File: config.mk
export PLATFORM = sky130hd
export DESIGN_NAME = cv32e40p_if_id_voter_ft_flat
export DESIGN_NICKNAME = d
export VERILOG_FILES = /design/src/rtl/cv32e40p_if_id_voter_ft_pkg.sv /design/src/rtl/cv32e40p_if_id_voter_ft_if.sv /design/src/rtl/cv32e40p_if_id_voter_ft_lane_health_fsm.sv /design/src/rtl/cv32e40p_if_id_voter_ft.sv /design/src/flat_wrapper.sv
export SDC_FILE = /design/constraint.sdc
export NUM_CORES = 1
export LEC_CHECK = 0
export BUFFER_PORTS_ARGS = -buffer_cell sky130_fd_sc_hd__buf_2
export CORE_MARGIN = 2
export CORE_UTILIZATION = 43
export DETAILED_ROUTE_END_ITERATION = 8
export PLACE_DENSITY = 0.66
export SLEW_MARGIN = 0
export SYNTH_ARGS = -nofsm -noshare
export SYNTH_HDL_FRONTEND = slang
export SYNTH_HIERARCHICAL = 1
export SYNTH_SLANG_ARGS = --single-unit
File: constraint.sdc
create_clock -name clk -period 9.29 [get_ports clk]
set_input_delay 1.3935 -clock clk [delete_from_list [all_inputs] [get_ports clk]]
set_output_delay 1.3935 -clock clk [all_outputs]
set_load 0.02 [all_outputs]
File: src/rtl/cv32e40p_if_id_voter_ft_pkg.sv
// ============================================================================
// Module  : cv32e40p_pkg
// Brief   : Shared types for the triplicated IF/ID voter: lane health
//           encoding and the 68-bit per-lane IF/ID bundle layout.
// Revision: 1.0 - initial release
// ============================================================================
`default_nettype none

package cv32e40p_pkg;

    // Width of one lane's IF/ID bundle (valid + rdata + pc + three flags)
    localparam int IFID_BUNDLE_W = 68;

    typedef enum logic [1:0] {
        LANE_OK      = 2'd0,
        LANE_SUSPECT = 2'd1,
        LANE_FAULTY  = 2'd2
    } lane_health_e;

    // Field order fixes the packed layout: valid is the MSB
    typedef struct packed {
        logic        valid;
        logic [31:0] rdata;
        logic [31:0] pc;
        logic        compressed;
        logic        illegal;
        logic        fetch_failed;
    } if_id_bundle_t;

endpackage

`default_nettype wire

File: src/rtl/cv32e40p_if_id_voter_ft_if.sv
// ============================================================================
// Module  : cv32e40p_if_id_voter_ft_if
// Brief   : Triplicated IF/ID bundle as driven by the fault-tolerant IF
//           stage (master) and received by the ID-side voter (slave).
// Revision: 1.0 - initial release
// ============================================================================
`default_nettype none

interface cv32e40p_if_id_voter_ft_if;
    logic [2:0]       instr_valid_id_i;
    logic [2:0][31:0] instr_rdata_id_i;
    logic [2:0]       is_compressed_id_i;
    logic [2:0]       illegal_c_insn_id_i;
    logic [2:0][31:0] pc_id_i;
    logic [2:0]       is_fetch_failed_i;

    modport master (
        output instr_valid_id_i, instr_rdata_id_i, is_compressed_id_i,
               illegal_c_insn_id_i, pc_id_i, is_fetch_failed_i
    );

    modport slave (
        input  instr_valid_id_i, instr_rdata_id_i, is_compressed_id_i,
               illegal_c_insn_id_i, pc_id_i, is_fetch_failed_i
    );
endinterface

`default_nettype wire

File: src/rtl/cv32e40p_if_id_voter_ft_lane_health_fsm.sv
// ============================================================================
// Module  : cv32e40p_lane_health_fsm
// Brief   : Health tracker for one voter lane. A single run counter counts
//           either consecutive mismatches (towards FAULTY) or consecutive
//           matches (towards OK) while SUSPECT. fault_req flags that the
//           mismatch run has reached the threshold this cycle; the lane only
//           goes FAULTY if it is not needed as the last healthy lane.
// Revision: 1.0 - initial release
// ============================================================================
`default_nettype none

module cv32e40p_lane_health_fsm
    import cv32e40p_pkg::*;
#(
    parameter int PERM_THRESHOLD  = 4,
    parameter int CLEAR_THRESHOLD = 16
) (
    input  wire logic   clk,
    input  wire logic   rst_n,
    input  wire logic   evt,
    input  wire logic   mismatch,
    input  wire logic   clear,
    input  wire logic   last_healthy,
    output lane_health_e state,
    output logic        faulty,
    output logic        fault_req
);

    localparam int RUN_MAX = (PERM_THRESHOLD > CLEAR_THRESHOLD) ? PERM_THRESHOLD : CLEAR_THRESHOLD;
    localparam int RUN_W   = $clog2(RUN_MAX + 1);

    lane_health_e     state_q, state_d;
    logic [RUN_W-1:0] run_q, run_d, run_inc;
    logic             mm_run_q, mm_run_d;   // 1: run counts mismatches, 0: matches

    // State, run counter and run type registers
    always_ff @(posedge clk or negedge rst_n) begin
        if (!rst_n) begin
            state_q  <= LANE_OK;
            run_q    <= '0;
            mm_run_q <= 1'b0;
        end else begin
            state_q  <= state_d;
            run_q    <= run_d;
            mm_run_q <= mm_run_d;
        end
    end

    // Next-state: clear wins, otherwise only event cycles move the lane
    always_comb begin
        state_d   = state_q;
        run_d     = run_q;
        mm_run_d  = mm_run_q;
        fault_req = 1'b0;
        run_inc   = (run_q == RUN_W'(RUN_MAX)) ? run_q : run_q + RUN_W'(1);
        if (clear) begin
            state_d  = LANE_OK;
            run_d    = '0;
            mm_run_d = 1'b0;
        end else if (evt) begin
            case (state_q)
                LANE_OK: begin
                    if (mismatch) begin
                        state_d  = LANE_SUSPECT;
                        run_d    = RUN_W'(1);
                        mm_run_d = 1'b1;
                    end
                end
                LANE_SUSPECT: begin
                    if (mismatch) begin
                        run_d    = mm_run_q ? run_inc : RUN_W'(1);
                        mm_run_d = 1'b1;
                        if (run_d >= RUN_W'(PERM_THRESHOLD)) begin
                            fault_req = 1'b1;
                            if (!last_healthy) begin
                                state_d = LANE_FAULTY;
                            end
                        end
                    end else begin
                        run_d    = mm_run_q ? RUN_W'(1) : run_inc;
                        mm_run_d = 1'b0;
                        if (run_d >= RUN_W'(CLEAR_THRESHOLD)) begin
                            state_d = LANE_OK;
                            run_d   = '0;
                        end
                    end
                end
                LANE_FAULTY: ;
                default: state_d = LANE_OK;
            endcase
        end
    end

    assign state  = state_q;
    assign faulty = (state_q == LANE_FAULTY);

endmodule

`default_nettype wire

File: src/rtl/cv32e40p_if_id_voter_ft.sv
// ============================================================================
// Module  : cv32e40p_if_id_voter_ft
// Brief   : ID-side majority voter for the triplicated IF/ID bundle, with
//           per-lane health tracking, lane retirement and a refetch
//           request/acknowledge handshake for uncorrectable bundles.
//           Optional per-lane saturating error counters are enabled by
//           defining CV32E40P_IFID_ERR_CNT_EN.
// Revision: 1.0 - initial release
// ============================================================================
`default_nettype none

module cv32e40p_if_id_voter_ft
    import cv32e40p_pkg::*;
#(
    parameter int PERM_THRESHOLD  = 4,
    parameter int CLEAR_THRESHOLD = 16,
    parameter int CNT_W           = 16
) (
    input  wire logic                  clk,
    input  wire logic                  rst_n,
    cv32e40p_if_id_voter_ft_if.slave   lanes,
    input  wire logic                  health_clear_i,
    input  wire logic                  refetch_ack_i,
    output logic                       instr_valid_o,
    output logic [31:0]                instr_rdata_o,
    output logic                       is_compressed_o,
    output logic                       illegal_c_insn_o,
    output logic [31:0]                pc_o,
    output logic                       is_fetch_failed_o,
    output logic                       kill_o,
    output logic [2:0]                 lane_mismatch_o,
    output logic [2:0]                 lane_faulty_o,
    output logic                       degraded_o,
    output logic                       refetch_req_o,
    output logic [31:0]                refetch_pc_o,
    output logic [2:0][CNT_W-1:0]      err_cnt_o
);

    if_id_bundle_t          bundles [3];
    if_id_bundle_t          voted;
    lane_health_e           lane_state [3];
    logic [2:0]             healthy, faulty, fault_req, last_healthy;
    logic [2:0]             mismatch, mism_evt;
    logic [1:0]             n_healthy, lo_idx, hi_idx;
    logic                   uncorrectable, evt;
    logic [IFID_BUNDLE_W-1:0] b0, b1, b2;

    for (genvar i = 0; i < 3; i++) begin : g_lane
        assign bundles[i].valid        = lanes.instr_valid_id_i[i];
        assign bundles[i].rdata        = lanes.instr_rdata_id_i[i];
        assign bundles[i].pc           = lanes.pc_id_i[i];
        assign bundles[i].compressed   = lanes.is_compressed_id_i[i];
        assign bundles[i].illegal      = lanes.illegal_c_insn_id_i[i];
        assign bundles[i].fetch_failed = lanes.is_fetch_failed_i[i];

        cv32e40p_lane_health_fsm #(
            .PERM_THRESHOLD  (PERM_THRESHOLD),
            .CLEAR_THRESHOLD (CLEAR_THRESHOLD)
        ) u_fsm (
            .clk          (clk),
            .rst_n        (rst_n),
            .evt          (evt),
            .mismatch     (mismatch[i]),
            .clear        (health_clear_i),
            .last_healthy (last_healthy[i]),
            .state        (lane_state[i]),
            .faulty       (faulty[i]),
            .fault_req    (fault_req[i])
        );
    end

    assign healthy   = ~faulty;
    assign n_healthy = {1'b0, healthy[0]} + {1'b0, healthy[1]} + {1'b0, healthy[2]};
    assign b0 = bundles[0];
    assign b1 = bundles[1];
    assign b2 = bundles[2];

    // Lowest and highest healthy lane indices
    always_comb begin
        lo_idx = 2'd0;
        hi_idx = 2'd0;
        for (int i = 2; i >= 0; i--) begin
            if (healthy[i]) lo_idx = 2'(i);
        end
        for (int i = 0; i < 3; i++) begin
            if (healthy[i]) hi_idx = 2'(i);
        end
    end

    // A lane is kept alive when every other lane is retired or about to be
    // retired at a higher index, so at least the lowest survivor remains
    always_comb begin
        last_healthy = '1;
        for (int i = 0; i < 3; i++) begin
            for (int j = 0; j < 3; j++) begin
                if (j != i && !(faulty[j] || (j > i && fault_req[j]))) begin
                    last_healthy[i] = 1'b0;
                end
            end
        end
    end

    // Vote across the healthy lanes and flag mismatching lanes
    always_comb begin
        voted         = bundles[0];
        uncorrectable = 1'b0;
        mismatch      = '0;
        case (n_healthy)
            2'd3: begin
                voted         = (b0 & b1) | (b1 & b2) | (b0 & b2);
                uncorrectable = (b0 != b1) && (b1 != b2) && (b0 != b2);
                for (int i = 0; i < 3; i++) begin
                    mismatch[i] = (bundles[i] != voted);
                end
            end
            2'd2: begin
                voted            = bundles[lo_idx];
                uncorrectable    = (bundles[lo_idx] != bundles[hi_idx]);
                mismatch[lo_idx] = uncorrectable;
                mismatch[hi_idx] = uncorrectable;
            end
            2'd1: voted = bundles[lo_idx];
            default: ;
        endcase
    end

    assign evt      = voted.valid;
    assign mism_evt = mismatch & {3{evt}};

    assign instr_valid_o     = voted.valid;
    assign instr_rdata_o     = voted.rdata;
    assign is_compressed_o   = voted.compressed;
    assign illegal_c_insn_o  = voted.illegal;
    assign pc_o              = voted.pc;
    assign is_fetch_failed_o = voted.fetch_failed;
    assign kill_o            = uncorrectable & voted.valid;

    assign lane_faulty_o = faulty;
    assign degraded_o    = ((lane_state[0] == LANE_FAULTY) && (lane_state[1] == LANE_FAULTY))
                         || ((lane_state[1] == LANE_FAULTY) && (lane_state[2] == LANE_FAULTY))
                         || ((lane_state[0] == LANE_FAULTY) && (lane_state[2] == LANE_FAULTY));

    // Per-lane mismatch flags of event cycles, one cycle late
    always_ff @(posedge clk or negedge rst_n) begin
        if (!rst_n) begin
            lane_mismatch_o <= '0;
        end else begin
            lane_mismatch_o <= mism_evt;
        end
    end

    // Refetch request: raised on a kill when idle, held until acknowledged
    always_ff @(posedge clk or negedge rst_n) begin
        if (!rst_n) begin
            refetch_req_o <= 1'b0;
            refetch_pc_o  <= '0;
        end else if (!refetch_req_o && kill_o) begin
            refetch_req_o <= 1'b1;
            refetch_pc_o  <= bundles[lo_idx].pc;
        end else if (refetch_req_o && refetch_ack_i) begin
            refetch_req_o <= 1'b0;
        end
    end

`ifdef CV32E40P_IFID_ERR_CNT_EN
    logic [2:0][CNT_W-1:0] err_cnt_q;

    // Saturating per-lane mismatch counters
    always_ff @(posedge clk or negedge rst_n) begin
        if (!rst_n) begin
            err_cnt_q <= '0;
        end else begin
            for (int i = 0; i < 3; i++) begin
                if (health_clear_i) begin
                    err_cnt_q[i] <= '0;
                end else if (mism_evt[i] && (err_cnt_q[i] != '1)) begin
                    err_cnt_q[i] <= err_cnt_q[i] + CNT_W'(1);
                end
            end
        end
    end

    assign err_cnt_o = err_cnt_q;
`else
    assign err_cnt_o = '0;
`endif

endmodule

`default_nettype wire

File: src/flat_wrapper.sv
// flat-port wrapper written by rule: the top's interface ports become plain ports
module cv32e40p_if_id_voter_ft_flat import cv32e40p_pkg::*;
#(
    parameter int PERM_THRESHOLD  = 4,
    parameter int CLEAR_THRESHOLD = 16,
    parameter int CNT_W           = 16
)
  (clk, rst_n, health_clear_i, refetch_ack_i, instr_valid_o, instr_rdata_o, is_compressed_o, illegal_c_insn_o, pc_o, is_fetch_failed_o, kill_o, lane_mismatch_o, lane_faulty_o, degraded_o, refetch_req_o, refetch_pc_o, err_cnt_o, lanes_instr_valid_id_i, lanes_instr_rdata_id_i, lanes_is_compressed_id_i, lanes_illegal_c_insn_id_i, lanes_pc_id_i, lanes_is_fetch_failed_i);
  cv32e40p_if_id_voter_ft_if lanes_i ();
  input  wire logic clk;
  input  wire logic rst_n;
  input  wire logic health_clear_i;
  input  wire logic refetch_ack_i;
  output logic instr_valid_o;
  output logic [31:0] instr_rdata_o;
  output logic is_compressed_o;
  output logic illegal_c_insn_o;
  output logic [31:0] pc_o;
  output logic is_fetch_failed_o;
  output logic kill_o;
  output logic [2:0] lane_mismatch_o;
  output logic [2:0] lane_faulty_o;
  output logic degraded_o;
  output logic refetch_req_o;
  output logic [31:0] refetch_pc_o;
  output logic [2:0][CNT_W-1:0] err_cnt_o;
  input wire logic [$bits(lanes_i.instr_valid_id_i)-1:0] lanes_instr_valid_id_i;
  input wire logic [$bits(lanes_i.instr_rdata_id_i)-1:0] lanes_instr_rdata_id_i;
  input wire logic [$bits(lanes_i.is_compressed_id_i)-1:0] lanes_is_compressed_id_i;
  input wire logic [$bits(lanes_i.illegal_c_insn_id_i)-1:0] lanes_illegal_c_insn_id_i;
  input wire logic [$bits(lanes_i.pc_id_i)-1:0] lanes_pc_id_i;
  input wire logic [$bits(lanes_i.is_fetch_failed_i)-1:0] lanes_is_fetch_failed_i;
  assign lanes_i.instr_valid_id_i = lanes_instr_valid_id_i;
  assign lanes_i.instr_rdata_id_i = lanes_instr_rdata_id_i;
  assign lanes_i.is_compressed_id_i = lanes_is_compressed_id_i;
  assign lanes_i.illegal_c_insn_id_i = lanes_illegal_c_insn_id_i;
  assign lanes_i.pc_id_i = lanes_pc_id_i;
  assign lanes_i.is_fetch_failed_i = lanes_is_fetch_failed_i;
  cv32e40p_if_id_voter_ft #(.PERM_THRESHOLD(PERM_THRESHOLD), .CLEAR_THRESHOLD(CLEAR_THRESHOLD), .CNT_W(CNT_W)) u_core (.clk(clk), .rst_n(rst_n), .lanes(lanes_i), .health_clear_i(health_clear_i), .refetch_ack_i(refetch_ack_i), .instr_valid_o(instr_valid_o), .instr_rdata_o(instr_rdata_o), .is_compressed_o(is_compressed_o), .illegal_c_insn_o(illegal_c_insn_o), .pc_o(pc_o), .is_fetch_failed_o(is_fetch_failed_o), .kill_o(kill_o), .lane_mismatch_o(lane_mismatch_o), .lane_faulty_o(lane_faulty_o), .degraded_o(degraded_o), .refetch_req_o(refetch_req_o), .refetch_pc_o(refetch_pc_o), .err_cnt_o(err_cnt_o));
endmodule
Word-level counts from Yosys, hierarchy flattened
Index checks and enable logic that the tools add are counted.

Bits in registers: 60. Word-level logic and storage cells: 205.

Add/sub/neg operators: 5. Magnitude comparators: 12. Equality and inequality tests: 34. Mux-type cells: 102. Bitwise logic cells: 11. Reduce and logical (&&, ||, !) cells: 29.

Operators with widths (number): $ne 68x68->1 (7); $bmux 68 s2 (2); $mux 68 (4); $and 68x68->68 (3); $or 68x68->68 (2); $pmux 68 s2 (1); $mux 5 (24); $mux 2 (25); $mux 1 (32); $pmux 5 s2 (3); $ne 4x4->1 const B (6); $pmux 2 s3 (3); $reduce_and 6->1 (3); $add 5x1->5 const B (3); $eq 5x5->1 const B (3); $ge 5x3->1 const B (3); $ge 5x5->1 const B (3); $ne 4x3->1 const B (3); $eq 2x2->1 const B (5); $logic_and 1x1->1 (9); $ne 3x2->1 const B (3); $reduce_and 3->1 (3); $reduce_bool 3->1 (3); $eq 2x1->1 const B (4); 19 further kinds (36).

Logic depth before layout (Yosys ltp)
Gate-level depths: netlist (run 1).

Word-level depth: 26. Gate-level depth with buffers: 21.

Modules after synthesis
Netlist (run 1), hierarchy kept.

By module, submodules not included: cv32e40p_if_id_voter_ft (times used 1, cells an instance 1793, area an instance 13618.1 µm², sequential area each 900.9 µm²); cv32e40p_lane_health_fsm (u_core.g_lane[0].u_fsm) (times used 1, cells an instance 72, area an instance 636.9 µm², sequential area each 200.2 µm²); cv32e40p_lane_health_fsm (u_core.g_lane[2].u_fsm) (times used 1, cells an instance 66, area an instance 608.1 µm², sequential area each 200.2 µm²); cv32e40p_lane_health_fsm (u_core.g_lane[1].u_fsm) (times used 1, cells an instance 67, area an instance 576.8 µm², sequential area each 200.2 µm²).

Worst setup path before layout (run 1)
OpenSTA, ideal clock, no wires.

Kind: register -> output. From: register u_core.g_lane[0].u_fsm.state_q[0]. To: output kill_o. Data arrival time: 4.044 ns. Slack: 3.853 ns. Cell stages (with the launch flop): 12. Buffers on the path: 2. Cells stage by stage: dfrtp_1 > buf_2 > nor2b_1 > fa_1 > inv_1 > ha_1 > clkbuf_1 > a32oi_1 > o21ai_0 > nand2_1 > a21oi_1 > o21a_1.

Elaborated cells on any way between the ends: 17. Those cells by class: add/sub: 2; eq/ne: 5; mux: 6; bitwise: 3; reduce/logical: 1.

RTL lines: start: declaration (line cv32e40p_if_id_voter_ft_lane_health_fsm.sv:32) `lane_health_e state_q, state_d;`; start signal: assignment (line cv32e40p_if_id_voter_ft_lane_health_fsm.sv:43) `state_q <= state_d;`; $eq 2x2->1 * (line cv32e40p_if_id_voter_ft_lane_health_fsm.sv:95) `assign faulty = (state_q == LANE_FAULTY);`; via lane_faulty_o[0] (line flat_wrapper.sv:22) `output logic [2:0] lane_faulty_o;`; $not 3->3 * (line cv32e40p_if_id_voter_ft.sv:72) `assign healthy = ~faulty;`; parallel branches: the longest is 5 deep, another holds $add 1x1->2; $pmux 68 s2 * (line cv32e40p_if_id_voter_ft.sv:108) `case (n_healthy)`; via instr_valid_o (line flat_wrapper.sv:14) `output logic instr_valid_o;`; $and 1x1->1 * (line cv32e40p_if_id_voter_ft.sv:136) `assign kill_o = uncorrectable & voted.valid;`; end: declaration (line flat_wrapper.sv:20) `output logic kill_o;`.

Mark *: on every way through the listed nets, which the timed path passes. The select of a mux whose other input is x is not followed.

Final worst setup path (run 1)
From: register u_core.g_lane[0].u_fsm.state_q[0]. To: output kill_o.

Longest elaborated chain between the ends: 10. Elaborated cells on any way between the ends: 17. Those cells by class: add/sub: 2; eq/ne: 5; mux: 6; bitwise: 3; reduce/logical: 1.

RTL lines: $eq 2x2->1 * (line cv32e40p_if_id_voter_ft_lane_health_fsm.sv:95); $not 3->3 * (line cv32e40p_if_id_voter_ft.sv:72); $mux 2 (line cv32e40p_if_id_voter_ft.sv:83) `if (healthy[i]) lo_idx = 2'(i);`; $not 2->3 (not written as such) (line cv32e40p_if_id_voter_ft.sv:117, cv32e40p_if_id_voter_ft.sv:118, cv32e40p_if_id_voter_ft.sv:122); $bmux 68 s2 (line cv32e40p_if_id_voter_ft.sv:117, cv32e40p_if_id_voter_ft.sv:118, cv32e40p_if_id_voter_ft.sv:122); $mux 68 (2 in series); $ne 68x68->1 (line cv32e40p_if_id_voter_ft.sv:118) `uncorrectable = (bundles[lo_idx] != bundles[hi_idx]);`; $pmux 1 s2 (line cv32e40p_if_id_voter_ft.sv:108); $and 1x1->1 * (line cv32e40p_if_id_voter_ft.sv:136).

Every way passes the cells marked *; elsewhere a longest branch is shown, timed or not. The select of a mux whose other input is x is not followed.

==> qor.yml, run 1 <==
run_status:
  outcome: "finished, final reports clean"
sta:
  period_share_pct: 69.00
  drv_slew: 0
  fin_crit_ns: 6.410
  rsz0062_at_grt: "false"
  slew_headroom_pct: 17.31
  setup_violations: 0
  hold_violations: 0
  worst_clock_skew_ns: 0.01006
  finalSetupTns_ns: 0
  worstMarginPinSlew_ns: 1.240
  fmax_ghz: 0.1560
  worst_hold_slack_ns: 0.5044
die:
  core.rowCount: 69
  io_pins: 365
  core_um2: 35480
  dieWidth_um: 193.4
  die_y_um: 193.4
  start_util_pct: 43.49
  die-area_um2: 37420
layout:
  final_util_pct: 48.90
  fillers: 3611
  drive_gt1_share_pct: 18.87
  syn_to_final_growth_pct: 12.43
  fin_nets: 2638
pwr:
  irDropWorstVdd_v: 0.0001191
  total_leakage_power_nw: 7.307
  power_mw: 1.812
  power_density_nw_per_um2: 104.4
worst_setup_path:
  path_class: "flop to primary output"
  cp.required_ns: 7.90
  cp.arrival_ns: 5.02
  critPathTopFamily: "compound AO/OA/AOI/OAI gates"
  start_kind: "flop"
  path_cells: "nor2b_4 > fa_1 > inv_1 > ha_4 > a32oi_1 > o21ai_1 > nand2_1 > a21oi_1 > o21a_1 > buf_2"
  r2r_start: "u_core/g_lane[0].u_fsm/state[0]"
  end_kind: "primary output"
  r2r_cells: 18
  critPathSlowestCell: "o21ai_1"
  r2r_setup_slack_ns: 3.42
  critPathMaxFanout: 72
  critPathBufInv: 2
  r2r_end: "u_core/g_lane[0].u_fsm/state[1]"
  cpPeakStageDelay_ns: 0.85
synthesis:
  syn-cell-area_um2: 15430
  postSynthAreaPerCell_um2: 7.728
  synth_cells: 1997
  yosysWarnings: 6
clock_tree:
  ctsHoldBuffers: 0
  clock-sinks: 60
  post_cts_resized: 0
  cts_made_buffers: 9
  clk_path_buf_depth: 2
  path_clk_slew_ns: 0.06
  htree_levels: 3
  insertion_delay_ns: 0.35
  cts-root-buf: "clkbuf_16"
  cts_tree: "done"
  post_cts_buffers: 0
route:
  dr_total_vias: 17680
  dr.pass1.iters: 6
  remaining_drc_errors: 0
  drt-initial-drc-count: 2349
  ant_nets: 0
  drt-total-wl_um: 82170
  wl_per_cell_um: 30.58
  vias_per_cell: 6.581
min_path:
  worstHoldPathType: "flop to flop"
  holdPathStages: 1
  holdCritStartpoint: "u_core/refetch_pc_o[9]"
  whs_endpoint: "u_core/refetch_pc_o[9]"
global_routing:
  overflow: 0
  grt_pass1_vias: 16120
  track_usage_pct: 42.20
  grt_max_degree: 101
  antenna_found_initial: 6
  grt_pass1_wl_um: 116900
placement:
  gp_congestion: 1.087
  port_buffers: 316
  dp_hpwl_um: 65890
job:
  drv_cap: 0
==> layout by cell type (no fill, tap or decap), drive strengths merged, types with 48 or more instances in the layout <==
cell type / count
buf: 336
nand4: 50
xnor2: 135
nand2: 123
o21ai: 133
inv: 68
nor2: 78
nor3: 86
xor2: 165
conb: 48
dfrtp: 60
nor4: 94
ha: 213
nor2b: 71
a21oi: 142
==> worst max path at each step <==
stage / startpoint / to / slack [ns] / depth (start not counted)
2_1_floorplan: u_core/g_lane[0].u_fsm/state[0] / kill_o / 3.85 / 11
3_3_place_gp: lanes_pc_id_i[59] / kill_o / 3.12 / 10
5_1_grt: u_core/g_lane[0].u_fsm/state[1] / kill_o / 2.60 / 10
6_report: u_core/g_lane[0].u_fsm/state[0] / kill_o / 2.88 / 10
4_1_cts: u_core/g_lane[0].u_fsm/state[0] / kill_o / 2.90 / 10
3_5_place_dp: lanes_pc_id_i[59] / kill_o / 3.15 / 10
==> sequential cells by signal (all words and copies together) (netlist names) <==
| signal | flops |
|---|---|
| u_core/refetch_pc_o | 32 |
| u_core/g_lane.u_fsm/run_q | 15 |
| u_core/g_lane.u_fsm/state | 6 |
| u_core/g_lane.u_fsm/mm_run_q | 3 |
| u_core/lane_mismatch_o | 3 |
| u_core/refetch_req_o | 1 |
==> metal layers <==
layer / global-route usage (%) / wire length [um]
met3: 6.276 / 8013
met1: 59.49 / 35090
met4: 16.85 / 3664
met2: 64.30 / 35370
met5: 0 / 34
==> power breakdown <==
group / total (mW) / internal (mW) / switching [mW]
registers: 0.359 / 0.317 / 0.0414
clock network: 0.381 / 0.236 / 0.145
logic: 1.07 / 0.372 / 0.700
==> metrics by stage <==
step | instances | area [um2] | setup WS (ns)
after floorplan | 2044 | 15610 | 3.853
after global placement | 2666 | 17010 | 3.125
after detailed placement | 2666 | 17010 | 3.145
after CTS | 2682 | 17340 | 2.896
after global routing | 2682 | 17340 | 2.602
final | 2687 | 17350 | 2.880
==> cell type report <==
type | count | area (um2) | share of cell area [%]
multi-input combinational | 1742 | 12940 | 74.58
antenna | 5 | 12.51 | 0.07211
clock inverter | 7 | 98.84 | 0.5697
timing repair buffer | 336 | 1744 | 10.05
sequential | 60 | 1501 | 8.654
inverter | 67 | 251.5 | 1.449
tap | 461 | 576.8 | 3.324
clock buffer | 9 | 225.2 | 1.298
Note: power is estimated with default switching activity, not from simulation.
==> inputs of run 2 (changes only) <==
- clock period: 9.29 -> 6.7 ns (I/O delays scaled with it)
==> run 2 against run 1 <==
  * Clock power is 20% higher
  * Count of clock-buffer cells in the layout stayed put
  * Worst hold slack better by 0.0032 ns
  * Via count is 0.55% higher
  * Worst setup slack worse by 1.9 ns
  * Combinational power is 38% higher
  * Utilization is 0.34 points higher
  * Non-clock buffer count is 23 higher
  * Total power is 34% higher
  * Cell count is 0.74% higher
  * Flip-flop and latch count stayed put
  * Critical endpoint is now instr_rdata_o[28]
  * Largest power group unchanged
==> qor.yml, run 2 (same netlist as run 1, synthesis figures left out) <==
layout:
  fin_nets: 2661
  largest_reg_flops: 32
  fin_area_um2: 17470
  final_common_cell: "buf_2"
  drive_gt1_share_pct: 19.70
  syn_to_final_growth_pct: 13.21
  final_util_pct: 49.24
  layout_common_cells: "buf_2, ha_1, xor2_1"
  fillers: 3554
  regMostFlops: "u_core/refetch_pc_o"
global_routing:
  grt_pass1_wl_um: 114200
  grt_pass1_vias: 16140
  grt_max_degree: 117
  antenna_found_initial: 7
  overflow: 0
  track_usage_pct: 40.92
worst_setup_path:
  r2r_start: "u_core/g_lane[2].u_fsm/state[0]"
  r2r_cells: 19
  start_kind: "flop"
  cp.required_ns: 5.69
  end_kind: "primary output"
  critPathMaxFanout: 45
  r2r_end: "u_core/g_lane[0].u_fsm/state[0]"
  path_class: "flop to primary output"
  r2r_setup_slack_ns: 1.32
  cp.arrival_ns: 4.73
route:
  wl_per_cell_um: 29.56
  drt-initial-drc-count: 2575
  dr.pass1.iters: 8
  drt-total-wl_um: 80020
  remaining_drc_errors: 0
  ant_nets: 0
  vias_per_cell: 6.569
  dr_total_vias: 17780
clock_tree:
  cts_made_buffers: 9
  post_cts_buffers: 0
  ctsHoldBuffers: 0
  insertion_delay_ns: 0.36
  cts-root-buf: "clkbuf_16"
  path_clk_slew_ns: 0.06
  htree_levels: 3
  clock-sinks: 60
  clk_path_buf_depth: 2
  cts_tree: "done"
  post_cts_resized: 0
die:
  core.rowCount: 69
  die-area_um2: 37420
  io_pins: 365
  die_y_um: 193.4
  dieWidth_um: 193.4
  core_um2: 35480
  start_util_pct: 43.49
run_status:
  outcome: "finished, final reports clean"
sta:
  rsz0062_at_grt: "false"
  finalSetupTns_ns: 0
  worstMarginPinSlew_ns: 1.209
  fmax_ghz: 0.1743
  worst_clock_skew_ns: 0.008872
  hold_violations: 0
  slew_headroom_pct: 19.43
  drv_slew: 0
  setup_violations: 0
  period_share_pct: 85.63
  fin_crit_ns: 5.737
pwr:
  irDropWorstVdd_v: 0.0001315
  total_leakage_power_nw: 7.400
  power_density_nw_per_um2: 139.2
placement:
  port_buffers: 316
  gp_congestion: 1.081
  dp_hpwl_um: 64020
  dpl_cell_area_um2: 17190
min_path:
  holdPathStages: 1
  holdCritStartpoint: "u_core/refetch_pc_o[21]"
  whs_endpoint: "u_core/refetch_pc_o[21]"
  worstHoldPathType: "flop to flop"
job:
  drv_cap: 0
-- run 2: cell count changes in the layout (fill, tap and decap cells not counted) --
cell and change:
bufinv_16 -2, clkinvlp_4 +1, ha_4 -1, buf_4 +22
buf_12 +1, ha_2 +1, clkinv_2 +1, diode_2 -3
-- run 2: area by class of cell --
| class | instances | area (um2) | share of cell area [%] |
|---|---|---|---|
| Antenna cell | 2 | 5.005 | 0.02865 |
| Clock buffer | 9 | 225.2 | 1.289 |
| Clock inverter | 7 | 51.30 | 0.2936 |
| Inverter | 67 | 251.5 | 1.440 |
| Multi-Input combinational cell | 1742 | 12930 | 74.01 |
| Sequential cell | 60 | 1501 | 8.594 |
| Tap cell | 461 | 576.8 | 3.302 |
| Timing Repair Buffer | 359 | 1929 | 11.04 |
-- run 2: where the power goes --
| group | internal (mW) | total (mW) | switching (mW) |
|---|---|---|---|
| Sequential | 0.440 | 0.497 | 0.0571 |
| Combinational | 0.525 | 1.48 | 0.953 |
| Clock | 0.251 | 0.457 | 0.205 |
| Total | 1.22 | 2.43 | 1.21 |
-- run 2: worst max path at each step --
stage                                                from                         endpoint  cells after the start
final                     u_core/g_lane[1].u_fsm/state[0]                instr_rdata_o[28]                     10
after global placement                  lanes_pc_id_i[35]  u_core/g_lane[0].u_fsm/run_q[2]                     15
after detailed placement                lanes_pc_id_i[35]  u_core/g_lane[0].u_fsm/run_q[2]                     15
after floorplan           u_core/g_lane[0].u_fsm/state[0]                           kill_o                     11
after CTS                 u_core/g_lane[1].u_fsm/state[0]                instr_rdata_o[28]                     10
after global routing      u_core/g_lane[1].u_fsm/state[0]                instr_rdata_o[28]                     10
-- run 2: worst max-delay path: stages, from the launching register on --
cell	delay [ns]
dfrtp_1	0.46
and2b_2	0.47
buf_4	0.54
fa_1	0.60
inv_1	0.10
ha_2	0.72
buf_4	0.62
nor2b_1	0.21
a21oi_1	0.05
o21ai_0	0.36
buf_2	0.24
-- run 2: metrics by stage --
stage / setup WS, ns / power, mW / hold slack, ns / instances
final: 0.9630 / 2.432 / 0.5076 / 2707
after global routing: 0.8779 / 2.521 / 0.5150 / 2705
after CTS: 0.9931 / 2.393 / 0.5108 / 2705
after detailed placement: 1.205 / 1.928 / 0.4956 / 2689
after global placement: 1.182 / 1.923 / 0.4880 / 2689
after floorplan: 1.651 / 1.308 / 0.5343 / 2044
-- run 2: metal layers --
metal / up-vias / GRT usage [%] / part of all wire [%]
li1: 7817 / - / -
met1: 8485 / 55.91 / 41
met2: 1272 / 62.17 / 42
met3: 200 / 7.845 / 12
met4: 8 / 18.58 / 5.2
met5: - / 0 / 0.054
==> inputs of run 3 (changes only) <==
- CTS_BUF_LIST: not set -> sky130_fd_sc_hd__clkbuf_2
==> run 3 against run 2 <==
  * Cell count barely moved
  * Worst setup slack got worse by 0.30 ns
  * Global-route usage barely moved
  * Total power fell by 9.5%
==> qor.yml, run 3 (same netlist as run 1, synthesis figures left out) <==
route:
  wl_per_cell_um: 29.53
  ant_nets: 0
  dr_total_vias: 17840
  drt-total-wl_um: 79990
  remaining_drc_errors: 0
  vias_per_cell: 6.585
  drt-initial-drc-count: 2745
  dr.pass1.iters: 6
clock_tree:
  post_cts_buffers: 0
  path_clk_slew_ns: 0.23
  insertion_delay_ns: 0.63
  cts_made_buffers: 9
  cts-root-buf: "clkbuf_2"
  cts_tree: "done"
  clk_path_buf_depth: 2
  ctsHoldBuffers: 0
  post_cts_resized: 0
  clock-sinks: 60
  htree_levels: 3
global_routing:
  grt_util_met1_pct: 56.14
  grt_use_met3_pct: 7.619
  grt_max_degree: 117
  grt.busiest_layer: "met2"
  overflow: 0
  antenna_found_initial: 8
  track_usage_pct: 40.90
  grt_pass1_wl_um: 114100
  grt_pass1_vias: 16190
  met2_usage_pct: 62.10
die:
  core_um2: 35480
  core.rowCount: 69
  die-area_um2: 37420
  die_y_um: 193.4
  dieWidth_um: 193.4
  start_util_pct: 43.49
  io_pins: 365
sta:
  drv_slew: 0
  period_share_pct: 90.04
  hold_violations: 0
  setup_violations: 0
  fmax_ghz: 0.1658
  rsz0062_at_grt: "false"
  finalSetupTns_ns: 0
  worst_clock_skew_ns: 0.04013
  fin_crit_ns: 6.033
  slew_headroom_pct: 24.61
  worstMarginPinSlew_ns: 1.131
worst_setup_path:
  path_cells: "and2b_2 > buf_4 > fa_1 > inv_1 > ha_2 > buf_4 > nor2b_1 > a21oi_1 > o21ai_0 > buf_2"
  start_kind: "flop"
  critPathSlowestCell: "ha_2"
  worst_path_most_repeated_cell: "buf_4"
  path_class: "flop to primary output"
  end_kind: "primary output"
  cp.required_ns: 5.69
  cpPeakStageDelay_ns: 0.71
  cp.arrival_ns: 5.03
  critPathMaxFanout: 45
layout:
  regMostFlops: "u_core/refetch_pc_o"
  largest_reg_flops: 32
  final_util_pct: 48.74
  drive_gt1_share_pct: 19.70
  final_common_cell: "buf_2"
  layout_common_cells: "buf_2, ha_1, xor2_1"
  syn_to_final_growth_pct: 12.07
  fin_area_um2: 17300
  fin_nets: 2661
pwr:
  irDropWorstVdd_v: 0.0001295
  total_leakage_power_nw: 7.327
  power_density_nw_per_um2: 127.3
  power_mw: 2.201
placement:
  dpl_cell_area_um2: 17190
  port_buffers: 316
  dp_hpwl_um: 64020
  gp_congestion: 1.081
min_path:
  worstHoldPathType: "input pin to asynchronous set/reset pin"
job:
  drv_cap: 0
run_status:
  outcome: "finished, final reports clean"
[run 3: changes by cell type in the layout (fill, tap and decap cells not counted)]
cell,change
clkbuf_16,-9
diode_2,+2
clkbuf_2,+9
[run 3: report_power, final]
group | internal (mW) | switching (mW) | leakage (nW)
sequential | 0.438 | 0.0568 | 0.739
combinational | 0.525 | 0.954 | 6.53
clock | 0.0498 | 0.177 | 0.0583
total | 1.01 | 1.19 | 7.33
[run 3: metal layers]
metal	routed length, um	part of all wire (%)	vias up
met5	38	0.048	-
met2	34030	43	1275
met1	32670	41	8542
met3	9236	12	193
li1	-	-	7824
met4	4013	5.0	6
[run 3: final timing paths]
check,from,endpoint,depth (start not counted),slack [ns]
setup / recovery,u_core/g_lane[1].u_fsm/state[0],instr_rdata_o[28],10,0.67
hold / removal,rst_n,u_core/refetch_pc_o[1],2,0.49
setup reg to reg,u_core/g_lane[2].u_fsm/state[0],u_core/g_lane[0].u_fsm/state[1],18,1.30
hold reg to reg,u_core/refetch_pc_o[18],u_core/refetch_pc_o[18],1,0.54
max in group asynchronous,rst_n,u_core/g_lane[2].u_fsm/run_q[4],2,5.59
min in group clk,u_core/refetch_pc_o[18],u_core/refetch_pc_o[18],1,0.54
[run 3: final cells by class]
| class | count | area [um2] |
|---|---|---|
| inverter | 67 | 251.5 |
| fill | 3573 | 18190 |
| timing repair buffer | 359 | 1929 |
| sequential | 60 | 1501 |
| clock inverter | 7 | 51.30 |
| multi-input combinational | 1742 | 12930 |
| antenna | 4 | 10.01 |
| clock buffer | 9 | 45.04 |
| tap | 461 | 576.8 |
[run 3: worst max-delay path: cells and delay by family (launching register included)]
kind,cells,cell delay [ns]
flip-flops,1,0.50
AND/OR/NAND/NOR,2,0.70
AO/OA/AOI/OAI,2,0.42
buffers and inverters,4,1.50
adder cells (fa/ha/maj),2,1.30
[run 3: per-stage QoR]
stage | worst slack (ns) | hold WS [ns] | instances
6_report | 0.6671 | 0.4879 | 2709
5_1_grt | 0.5406 | 0.5242 | 2706
4_1_cts | 0.6645 | 0.4829 | 2705
3_5_place_dp | 1.205 | 0.4956 | 2689
3_3_place_gp | 1.182 | 0.4880 | 2689
2_1_floorplan | 1.651 | 0.5343 | 2044
